--- config.mk ---
export PLATFORM = sky130hd
export DESIGN_NAME = occupancy_sensor_gen
export DESIGN_NICKNAME = d
export VERILOG_FILES = /design/src/rtl/occ_pkg.sv /design/src/rtl/phase_timer.sv /design/src/rtl/occupancy_sensor_gen.sv
export SDC_FILE = /design/constraint.sdc
export NUM_CORES = 1
export LEC_CHECK = 0
export ABC_AREA = 1
export BUFFER_PORTS_ARGS = -buffer_cell sky130_fd_sc_hd__buf_2
export CAP_MARGIN = 20
export CORE_UTILIZATION = 54
export CTS_CLUSTER_SIZE = 16
export DETAILED_ROUTE_END_ITERATION = 8
export MAX_ROUTING_LAYER = met4
export PLACE_DENSITY = 0.76
export SLEW_MARGIN = 15
export SYNTH_ARGS = -nofsm -noshare
export SYNTH_HDL_FRONTEND = slang
export SYNTH_SLANG_ARGS = --single-unit
--- constraint.sdc ---
create_clock -name clk -period 1.8 [get_ports clk]
set_clock_uncertainty 0.1 [all_clocks]
set_input_delay 0.18 -clock clk [delete_from_list [all_inputs] [get_ports clk]]
set_output_delay 0.18 -clock clk [all_outputs]
set_load 0.005 [all_outputs]
--- src/rtl/occ_pkg.sv ---
// rtl/occ_pkg.sv - shared states, direction constants and phase codes for the occupancy sensor blocks
package occ_pkg;

    typedef enum logic [2:0] {
        IDLE = 3'd0,
        PH1  = 3'd1,
        PH2  = 3'd2,
        PH3  = 3'd3,
        GAP  = 3'd4
    } occ_state_e;

    localparam logic DIR_ENTER = 1'b0;
    localparam logic DIR_EXIT  = 1'b1;

    // {a,b} codes: a is the outer sensor, b the inner one.
    localparam logic [1:0] AB_IDLE   = 2'b00;
    localparam logic [1:0] ENTER_PH1 = 2'b10;
    localparam logic [1:0] ENTER_PH2 = 2'b11;
    localparam logic [1:0] ENTER_PH3 = 2'b01;
    localparam logic [1:0] EXIT_PH1  = 2'b01;
    localparam logic [1:0] EXIT_PH2  = 2'b11;
    localparam logic [1:0] EXIT_PH3  = 2'b10;

    function automatic logic [1:0] phase_code(input occ_state_e s, input logic d);
        logic [1:0] code;
        code = AB_IDLE;
        case (s)
            PH1:     code = (d == DIR_EXIT) ? EXIT_PH1 : ENTER_PH1;
            PH2:     code = (d == DIR_EXIT) ? EXIT_PH2 : ENTER_PH2;
            PH3:     code = (d == DIR_EXIT) ? EXIT_PH3 : ENTER_PH3;
            default: code = AB_IDLE;
        endcase
        return code;
    endfunction

endpackage

--- src/rtl/phase_timer.sv ---
// rtl/phase_timer.sv - loadable down-counter with a one-cycle expire flag
// Ports:
//   clk_i      system clock
//   rst_ni     asynchronous active-low reset
//   load_i     load load_val_i and start counting
//   load_val_i cycles-minus-one until expire
//   expire_o   high for the single cycle in which a loaded count reaches zero
module phase_timer #(
    parameter int W = 8
) (
    input  logic         clk_i,
    input  logic         rst_ni,
    input  logic         load_i,
    input  logic [W-1:0] load_val_i,
    output logic         expire_o
);

    logic [W-1:0] cnt_q, cnt_d;
    logic         run_q, run_d;

    // Loading N-1 makes expire appear N cycles after the load edge.
    always_comb begin
        cnt_d = cnt_q;
        run_d = run_q;
        if (load_i) begin
            cnt_d = load_val_i;
            run_d = 1'b1;
        end else if (run_q) begin
            if (cnt_q == '0) begin
                run_d = 1'b0;
            end else begin
                cnt_d = cnt_q - W'(1);
            end
        end
    end

    always_ff @(posedge clk_i or negedge rst_ni) begin
        if (!rst_ni) begin
            cnt_q <= '0;
            run_q <= 1'b0;
        end else begin
            cnt_q <= cnt_d;
            run_q <= run_d;
        end
    end

    assign expire_o = run_q && (cnt_q == '0);

endmodule

--- src/rtl/occupancy_sensor_gen.sv ---
// rtl/occupancy_sensor_gen.sv - drives a/b photo-sensor lines with car entry/exit sequences
// Ports:
//   clk, reset (async active-low)
//   start/dir/num   burst request, sampled only while ready=1
//   ready           idle and accepting a burst
//   a, b            outer/inner sensor lines, 1 = blocked
//   car_done, done  one-cycle ticks per car and per burst
module occupancy_sensor_gen
    import occ_pkg::*;
#(
    parameter int STEP_CYCLES = 5_000_000,
    parameter int GAP_CYCLES  = 5_000_000,
    parameter int NUM_W       = 8
) (
    input  logic             clk,
    input  logic             reset,
    input  logic             start,
    input  logic             dir,
    input  logic [NUM_W-1:0] num,
    output logic             ready,
    output logic             a,
    output logic             b,
    output logic             car_done,
    output logic             done
);

    localparam int MAX_CYC = (STEP_CYCLES > GAP_CYCLES) ? STEP_CYCLES : GAP_CYCLES;
    localparam int TW      = $clog2(MAX_CYC + 1);
    localparam logic [TW-1:0] STEP_LD = TW'(STEP_CYCLES - 1);
    localparam logic [TW-1:0] GAP_LD  = TW'(GAP_CYCLES - 1);

    occ_state_e       state_q, state_d;
    logic             dir_q, dir_d;
    logic [NUM_W-1:0] rem_q, rem_d;
    logic [1:0]       ab_q, ab_d;
    logic             ready_q, ready_d;
    logic             car_done_q, car_done_d;
    logic             done_q, done_d;

    logic             tmr_load;
    logic [TW-1:0]    tmr_val;
    logic             tmr_expire;

    phase_timer #(.W(TW)) u_timer (
        .clk_i      (clk),
        .rst_ni     (reset),
        .load_i     (tmr_load),
        .load_val_i (tmr_val),
        .expire_o   (tmr_expire)
    );

    always_comb begin
        state_d    = state_q;
        dir_d      = dir_q;
        rem_d      = rem_q;
        car_done_d = 1'b0;
        done_d     = 1'b0;
        tmr_load   = 1'b0;
        tmr_val    = STEP_LD;

        case (state_q)
            IDLE: begin
                if (start) begin
                    if (num != '0) begin
                        dir_d    = dir;
                        rem_d    = num;
                        state_d  = PH1;
                        tmr_load = 1'b1;
                    end else begin
                        // Empty burst completes immediately without leaving IDLE.
                        done_d = 1'b1;
                    end
                end
            end
            PH1: begin
                if (tmr_expire) begin
                    state_d  = PH2;
                    tmr_load = 1'b1;
                end
            end
            PH2: begin
                if (tmr_expire) begin
                    state_d  = PH3;
                    tmr_load = 1'b1;
                end
            end
            PH3: begin
                if (tmr_expire) begin
                    car_done_d = 1'b1;
                    if (rem_q != '0) begin
                        rem_d = rem_q - NUM_W'(1);
                    end
                    if (rem_q <= NUM_W'(1)) begin
                        state_d = IDLE;
                        done_d  = 1'b1;
                    end else begin
                        state_d  = GAP;
                        tmr_load = 1'b1;
                        tmr_val  = GAP_LD;
                    end
                end
            end
            GAP: begin
                if (tmr_expire) begin
                    state_d  = PH1;
                    tmr_load = 1'b1;
                end
            end
            default: state_d = IDLE;
        endcase

        // Outputs are encoded from the next state so they register on the same edge as the state.
        ab_d    = phase_code(state_d, dir_d);
        ready_d = (state_d == IDLE);
    end

    always_ff @(posedge clk or negedge reset) begin
        if (!reset) begin
            state_q    <= IDLE;
            dir_q      <= DIR_ENTER;
            rem_q      <= '0;
            ab_q       <= AB_IDLE;
            ready_q    <= 1'b1;
            car_done_q <= 1'b0;
            done_q     <= 1'b0;
        end else begin
            state_q    <= state_d;
            dir_q      <= dir_d;
            rem_q      <= rem_d;
            ab_q       <= ab_d;
            ready_q    <= ready_d;
            car_done_q <= car_done_d;
            done_q     <= done_d;
        end
    end

    assign a        = ab_q[1];
    assign b        = ab_q[0];
    assign ready    = ready_q;
    assign car_done = car_done_q;
    assign done     = done_q;

endmodule

Word level (Yosys, flattened, before mapping) --
Cells that the tools add are included.
Storage, ports and cells: flip-flop bits (word level) 41, input port bits 12, output and inout port bits 5, logic and storage cells 72
Cells by class: add/subtract/negate cells 2, $lt $le $gt $ge 1, equality and inequality tests 12, mux-type cells 37, reduce and logical (&&, ||, !) cells 11
Operators by type and width (count):
- $mux 23 | 3
- $mux 8 | 4
- $logic_not 23->1 | 1
- $sub 23x1->23 const B | 1
- $mux 3 | 7
- $mux 1 | 16
- $pmux 8 s2 | 1
- $reduce_bool 8->1 | 2
- $pmux 3 s5 | 1
- $eq 3x2->1 const B | 4
- $ne 2x2->1 const B | 5
- $le 8x1->1 const B | 1
- $sub 8x1->8 const B | 1
- $eq 3x1->1 const B | 2
- $logic_not 3->1 | 2
- $pmux 2 s3 | 1
- $reduce_and 5->1 | 1
- $mux 2 | 2
- $reduce_bool 2->1 | 2
- $eq 3x3->1 const B | 1
- $pmux 1 s3 | 1
- $reduce_or 3->1 | 1
- $pmux 1 s2 | 1
- $reduce_and 2->1 | 1
- $logic_and 1x1->1 | 1

Depth between registers and ports, before layout --
Gate-level depths: netlist (run 1).
word-level depth 6, depth in mapped cells 13, depth with buffers taken out 13

Hierarchy --
From an unflattened synthesis (run 1), not the netlist that was laid out.
Unflattened totals: cell total of the unflattened synthesis 454, area total of the unflattened synthesis 2987.9 sq um
Modules (own cells, without submodules):
- phase_timer | times used 1, cells each 287, area each 1854.3 sq um, sequential area each 600.6 sq um
- occupancy_sensor_gen | times used 1, cells each 167, area each 1133.6 sq um, sequential area each 426.7 sq um

Least setup slack after synthesis (run 1) --
OpenSTA, ideal clock, no wires.
path type flip-flop to flip-flop, start reg u_timer.cnt_q[0], end reg u_timer.cnt_q[22], setup time 121 ps, arrival 1571 ps, data required time 1579 ps, setup slack 8 ps, cell stages (with the launch flop) 11, buffers on the path 0, clock period less this slack 1792 ps, cells stage by stage dfrtp_1 > inv_1 > ha_1 > inv_1 > nor2_1 > inv_2 > nor3_2 > nand3_1 > xor2_1 > a21oi_1 > nand2_1
Between the ends: cells in the longest elaborated chain, start to end 6, elaborated cells on any way between the ends 12, classes of those cells add/sub (1); eq/ne (1); mux (6); reduce/logical (4)
Ends and longest elaborated chain:
- start, declared | line phase_timer.sv:18 | logic [W-1:0] cnt_q, cnt_d;
- start signal, assigned | line phase_timer.sv:42 | cnt_q <= cnt_d;
- parallel branches: the longest is 6 deep, another holds $sub 23x1->23
Several ways; the timed one is not identified. The select of a mux whose other input is x is not followed. A chain may end at the register's enable or synchronous reset.

Worst setup path after layout (run 1) --
start reg u_timer.cnt_q[19], end reg rem_q[6]
Between the ends: cells in the longest elaborated chain, start to end 4
Ends and longest elaborated chain:
- $logic_not 23->1 | line phase_timer.sv:47 | assign expire_o = run_q && (cnt_q == '0);
- $logic_and 1x1->1 | line phase_timer.sv:47
- $ne 2x2->1 (no source line)
- $reduce_and 5->1 (no source line)
- end signal, assigned | line occupancy_sensor_gen.sv:129 | rem_q <= rem_d;
- end, declared | line occupancy_sensor_gen.sv:34 | logic [NUM_W-1:0] rem_q, rem_d;
No other way between the ends.

==> results of run 1 <==
## kinds of logic (layout without fill, tap and decap cells)
kind of cell             Yosys count  after routing
AND/OR/NAND/NOR                  201            202
XOR/XNOR                          19             19
adder cells (fa/ha/maj)            5              5
AO/OA/AOI/OAI                     30             30
buffers and inverters             49            128
flip-flops                        41             41
## worst max path at each step
stage,startpoint,endpoint,slack [ns]
final,u_timer.cnt_q[19]$_DFFE_PN0P_,rem_q[6]$_DFFE_PN0P_,-0.09
after global routing,u_timer.cnt_q[0]$_DFFE_PN0P_,u_timer.cnt_q[18]$_DFFE_PN0P_,-0.19
after CTS,u_timer.cnt_q[0]$_DFFE_PN0P_,u_timer.cnt_q[5]$_DFFE_PN0P_,-0.02
after detailed placement,u_timer.cnt_q[0]$_DFFE_PN0P_,rem_q[6]$_DFFE_PN0P_,-0.11
after global placement,u_timer.cnt_q[0]$_DFFE_PN0P_,u_timer.cnt_q[22]$_DFFE_PN0P_,-0.04
after floorplan,u_timer.cnt_q[0]$_DFFE_PN0P_,u_timer.cnt_q[22]$_DFFE_PN0P_,0.008
## Yosys cell counts
library cell | instances | share of area (%)
nand2_1 | 89 | 13
nor2_1 | 45 | 6.6
dfrtp_1 | 40 | 39
inv_1 | 36 | 5.3
nand3_1 | 25 | 4.9
xor2_1 | 16 | 5.5
nand4_1 | 13 | 3.2
o21ai_0 | 13 | 2.6
a21oi_1 | 9 | 1.8
nor2_2 | 9 | 2.2
inv_2 | 8 | 1.2
nor3_1 | 6 | 1.2
ha_1 | 5 | 2.5
nand2_2 | 5 | 1.2
o21ai_1 | 5 | 0.98
nor2_4 | 3 | 1.3
xnor2_1 | 3 | 1.0
buf_6 | 2 | 0.89
o31ai_1 | 2 | 0.59
and3_1 | 1 | 0.25
buf_2 | 1 | 0.20
clkbuf_1 | 1 | 0.15
clkinv_2 | 1 | 0.20
dfstp_2 | 1 | 1.0
nand3_2 | 1 | 0.39
nand3_4 | 1 | 0.69
nor3_2 | 1 | 0.39
nor3_4 | 1 | 0.64
o21ai_2 | 1 | 0.34
or2_2 | 1 | 0.25
## worst max-delay path, delay by kind of cell, from the launching register on
family,cells,cell delay (ns)
buffers and inverters,1,0.09
DFF,1,0.40
and+or+nand+nor,11,1.20
## layout make-up
cell class,instances,area share (%)
multi-input combinational,256,42.69
sequential,41,30.33
timing repair buffer,74,15.98
inverter,45,5.498
clock buffer,5,2.030
tap,52,1.919
clock inverter,3,1.365
timing repair inverter,1,0.1845
## stage by stage
step / hold slack, ns / std cells
detailed placement: 0.06247 / 461
floorplan: -0.2156 / 345
global placement: 0.06030 / 461
global route: 0.04955 / 477
CTS: 0.04274 / 474
finish: 0.04212 / 477
## flip-flops by register name (all words and copies together), names as in the netlist
signal and count:
ready 1, state_q 3, car_done 1, dir_q 1, rem_q 8, u_timer.run_q 1, ab_q 2, u_timer.cnt_q 23
done 1
## layer usage
metal / track usage [%] / wire length, um / vias up
li1: - / - / 1250
met1: 33.73 / 2905 / 1205
met2: 50.92 / 3347 / 90
met3: 4.843 / 274 / 22
met4: 8.222 / 179 / 0
met5: - / 0 / -
## power breakdown
part / internal [mW] / switching [mW] / leakage (nW) / total, mW
Clock: 0.416 / 0.366 / 0.0543 / 0.782
Combinational: 0.444 / 0.663 / 1.09 / 1.11
Sequential: 1.11 / 0.134 / 0.484 / 1.24
## timing repair
item	4_1_cts	5_1_grt
pin swaps	9	13
hold buffers	1	0
gates cloned	1	1
buffers inserted	3	3
endpoints found under the hold margin	18	0
endpoints found under the setup margin	32	38
resized for setup	21	23
==> flow_summary.ini, run 1 <==
[run_status]
status = complete, but fails checks
violations = setup timing

[global_routing]
grt_pass1_vias = 2457
grt_max_degree = 24
grt-ovfl-total = 0
grt_pass1_wl_mm = 10.83
antenna_found_initial = 0
track_usage_pct = 28.72

[synthesis]
synthSimpleGateAreaFrac_pct = 36.45
syn-cell-area_um2 = 2544
syn-num-nets = 362
synth_compound_area_share_pct = 6.247
ys.warnings.count = 0
synth_top_family_by_area = simple AND/OR/NAND/NOR gates
synth_cell_types = 30
synthAdderAreaFrac_pct = 2.459
synth_xor_area_share_pct = 6.542
ys_seq_area_share_pct = 40.38
muxShareOfSynthArea_pct = 0
ys_seq_elements = 41
synth_cells = 345
syn_avg_cell_area_um2 = 7.373

[power_and_ir_drop]
peakVddDrop_mv = 0.7798
p_per_area_nw_per_um2 = 922.6
p_leak_nw = 1.630
finalPower_mw = 3.128

[floorplan]
fp.coreArea_um2 = 4444
io_pins = 17
die_x_um = 70.64
die_y_um = 70.64
dieArea_um2 = 4989
start_util_pct = 57.24
rows = 24

[finish]
final_area_um2 = 3391
antenna_cells = 0
multi_input_area_um2 = 1448
register_area_um2 = 1028
fill_cells = 292
nets = 441
final_cell_mix = 86 x nand2_1, 53 x buf_4, 39 x nor2_1, 39 x dfrtp_1, 32 x inv_1
finish.utilization_pct = 76.30
drive_gt1_share_pct = 33.18
layout_commonest_cell = nand2_1
syn2layout_area_growth_pct = 33.30

[worst_hold_path]
holdPathEnd = dir_q$_DFF_PN0_
hp-start = dir
hold_depth = 3
hp-class = input port to flop

[routing]
finalWirelength_mm = 6.707
drt-pass1-iter-count = 5
ant_nets = 0
wl_per_cell_um = 14.06
drt-initial-drc-count = 169
avgViaCountPerCell = 5.382
vias = 2567
drc = 0

[sta]
max-slew-margin-rel_pct = 68.36
hold_viol = 0
max_freq_ghz = 0.5280
setup_ws_ns = -0.09385
fin_setup_tns_ns = -1.781
min_period_ns = 1.894
setup_viol = 31
rsz0062_at_grt = yes
worst_pin_slew_ns = 0.4746
drv_slew = 0
fin_crit_sh_pct = 105.2

[worst_setup_path]
crit_slowest_cell = dfrtp_1
crit_path_max_incr_delay_ns = 0.40
start_kind = flop
critPathMaxFanout = 7
worstReg2RegEnd = rem_q[6]$_DFFE_PN0P_
cp-end-kind = flop
rr_startpoint = u_timer.cnt_q[19]$_DFFE_PN0P_
criticalPathCategory = flop to flop
path_cells = nor2_1 -> nand2_2 -> nor2_2 -> nand3_2 -> nor2_4 -> nand2_1 -> nand2_1 -> nand2_4 -> clkinv_4 -> nand2_1 -> nand2_1 -> nand2_1
rr_worst_depth = 12
crit_top_cell = nand2_1
arrival_ns = 1.99
cp.required_ns = 1.90
rrSetupSlack_ns = -0.09

[run]
maxCapViolations = 0

[placement]
pre_cts_ws_ns = -0.1127
dpl.hpwl_mm = 4.542
place.gp.congestion = 0.9108
portBuffers = 16
postPlaceCellArea_um2 = 3073

[cts]
cts.path.max_buffers = 2
cts.sinks = 41
cts.htree.levels = 2
numCtsBuffers = 5
cts_root_buffer = clkbuf_8
cts_tree = built
worstSkewPairLatency_ns = 0.31
clkTransAtPathRegs_ns = 0.09
(Power assumes the default switching activity.)
==> inputs of run 2 (changes only) <==
--- a/config.mk
+++ b/config.mk
@@ -8,7 +8,9 @@
 export ABC_AREA = 1
 export BUFFER_PORTS_ARGS = -buffer_cell sky130_fd_sc_hd__buf_2
 export CAP_MARGIN = 20
-export CORE_UTILIZATION = 54
+export CELL_PAD_IN_SITES_DETAIL_PLACEMENT = 0
+export CELL_PAD_IN_SITES_GLOBAL_PLACEMENT = 1
+export CORE_UTILIZATION = 40
 export CTS_CLUSTER_SIZE = 16
 export DETAILED_ROUTE_END_ITERATION = 8
 export MAX_ROUTING_LAYER = met4
==> run 2 against run 1 <==
Compared with the run above:
- the run still ends with setup timing left
- sequential share of layout area fell by 2.2 points
- highest routed layer unchanged
- count of clock-buffer cells in the layout grew 2
- global-route usage decreased by 7.4 points
- final area grew 7.7%
- routed wire length down 1.1%
- register-to-register slack improved by 0.07 ns
- die area increased by 34%
- sequential power about the same
- maximum frequency grew 3.9%
- critical path depth grew 1
- largest cell class unchanged
==> flow_summary.ini, run 2 (synthesized netlist as in run 1, its figures left out) <==
[run_status]
status = complete, but fails checks
violations = setup timing

[sta]
fin_crit_sh_pct = 101.3
max-slew-margin-rel_pct = 63.40
max_freq_ghz = 0.5486
min_period_ns = 1.823
setup_viol = 9
rsz0062_at_grt = yes
worst_pin_slew_ns = 0.5490
drv_slew = 0
setup_ws_ns = -0.02267
fin_setup_tns_ns = -0.09772
hold_viol = 0

[placement]
pre_cts_ws_ns = -0.1102
postPlaceCellArea_um2 = 3184
dpl.hpwl_mm = 4.604
place.gp.congestion = 0.8971
portBuffers = 16

[power_and_ir_drop]
p_seq_share_pct = 38.4
p_comb_share_pct = 37.4
p_sw_mw = 1.152
p_int_mw = 2.085
p_leak_nw = 1.763
swShare_pct = 35.58
p_per_area_nw_per_um2 = 886.3
finalPower_mw = 3.237
power_frac_clock_pct = 24.2
peakVddDrop_mv = 0.5661

[routing]
drt-initial-drc-count = 118
drc = 0
wl_per_cell_um = 12.82
finalWirelength_mm = 6.630
drt-pass1-iter-count = 4
avgViaCountPerCell = 4.855
vias = 2510
ant_nets = 0

[run]
maxCapViolations = 0

[finish]
top_regs = u_timer.cnt_q x23, rem_q x8, state_q x3
final_area_um2 = 3652
final_cell_mix = 71 x nand2_1, 67 x buf_4, 40 x dfrtp_1, 34 x nor2_1, 29 x inv_1
largest_reg_flops = 23
nets = 458
regMostFlops = u_timer.cnt_q
drive_gt1_share_pct = 40.95
layout_commonest_cell = nand2_1
syn2layout_area_growth_pct = 43.58
antenna_cells = 0

[cts]
numCtsBuffers = 5
cts.path.max_buffers = 2
clkTransAtPathRegs_ns = 0.08
cts.sinks = 41
cts_root_buffer = clkbuf_8
worstSkewPairLatency_ns = 0.30
cts_tree = built
cts.htree.levels = 2

[floorplan]
rows = 28
io_pins = 17
fp.coreArea_um2 = 6026
dieArea_um2 = 6682
die_y_um = 81.75
die_x_um = 81.75
start_util_pct = 42.21

[worst_setup_path]
crit_path_max_incr_delay_ns = 0.40
path_cells = inv_2 -> ha_4 -> buf_6 -> inv_2 -> nor2_2 -> nand2_1 -> nor2_1 -> nand2_1 -> nor2_1 -> nand4_1 -> nand3_2 -> inv_2 -> buf_6
crit_slowest_cell = dfrtp_1
worstReg2RegEnd = state_q[1]$_DFF_PN0_
rr_worst_depth = 13
rr_startpoint = u_timer.cnt_q[1]$_DFFE_PN0P_
criticalPathCategory = flop to flop
rrSetupSlack_ns = -0.02
critPathMaxFanout = 4
cp-end-kind = flop
crit_top_cell = inv_2
start_kind = flop
critical_path.endpoint = state_q[1]$_DFF_PN0_
arrival_ns = 1.92
cp.required_ns = 1.89
cp-startpoint = u_timer.cnt_q[1]$_DFFE_PN0P_

[worst_hold_path]
hp-class = input port to flop

[global_routing]
antenna_found_initial = 0
use_met1_pct = 27.18
grt_max_degree = 42
use_met3_pct = 3.556
track_usage_pct = 21.28
grt-ovfl-total = 0
met2_usage_pct = 35.12
grt_pass1_vias = 2246
grt_pass1_wl_mm = 10.43
grt.busiest_layer = met2
run 2: worst min-delay path by stage:
stage,to,slack [ns],startpoint,cells after the start
3_5_place_dp,u_timer.cnt_q[13]$_DFFE_PN0P_,0.19,reset,2
6_report,dir_q$_DFF_PN0_,0.09,dir,3
3_3_place_gp,u_timer.cnt_q[12]$_DFFE_PN0P_,0.19,reset,2
5_1_grt,rem_q[5]$_DFFE_PN0P_,0.10,num[5],5
2_1_floorplan,ab_q[0]$_DFF_PN0_,-0.22,reset,0
4_1_cts,dir_q$_DFF_PN0_,0.06,dir,3
run 2: final cells by class:
| type | instances | area, um^2 |
|---|---|---|
| repair buffers | 92 | 700.7 |
| multi-input cells | 255 | 1528 |
| fillers | 570 | 2374 |
| clock buffers | 7 | 86.33 |
| inverters | 45 | 181.4 |
| repair inverters | 1 | 5.005 |
| flip-flops and latches | 41 | 1027 |
| well taps | 75 | 93.84 |
| clock inverters | 1 | 30.03 |
run 2: per-layer routing:
| metal | wire length [um] | up-vias |
|---|---|---|
| met4 | 56 | 0 |
| met1 | 3030 | 1177 |
| met2 | 3370 | 31 |
| li1 | - | 1295 |
| met5 | 0 | - |
| met3 | 172 | 7 |
run 2: critical path, delay by kind of cell, from the launching register on:
kind,cells,cell delay (ns)
adders and majority gates,1,0.15
DFF,1,0.40
buffers and inverters,5,0.40
and+or+nand+nor,7,0.67
run 2: power by group through the flow:
| stage | logic, mW | clock network (mW) | registers [mW] |
|---|---|---|---|
| after floorplan | 0.646 | 0 | 1.22 |
| after global placement | 0.961 | 0 | 1.24 |
| after detailed placement | 0.975 | 0 | 1.24 |
| after CTS | 1.03 | 0.804 | 1.23 |
| after global routing | 1.37 | 0.833 | 1.26 |
| final | 1.21 | 0.784 | 1.24 |
run 2: repair_timing:
action | in CTS | in global routing
hold endpoints to repair | 40 | 0
pin swaps | 7 | 30
setup buffers | 8 | 6
hold buffers | 1 | 0
cloned | 0 | 1
gates resized for setup | 19 | 58
setup endpoints to repair | 32 | 39
run 2: stage by stage:
step                      std cells  utilization (%)  hold slack, ns
after CTS                       512            56.81         0.06246
after global routing            517            60.61          0.1017
after global placement          495            52.84          0.1880
after detailed placement        495            52.84          0.1909
final                           517            60.61         0.08560
after floorplan                 345                -         -0.2156
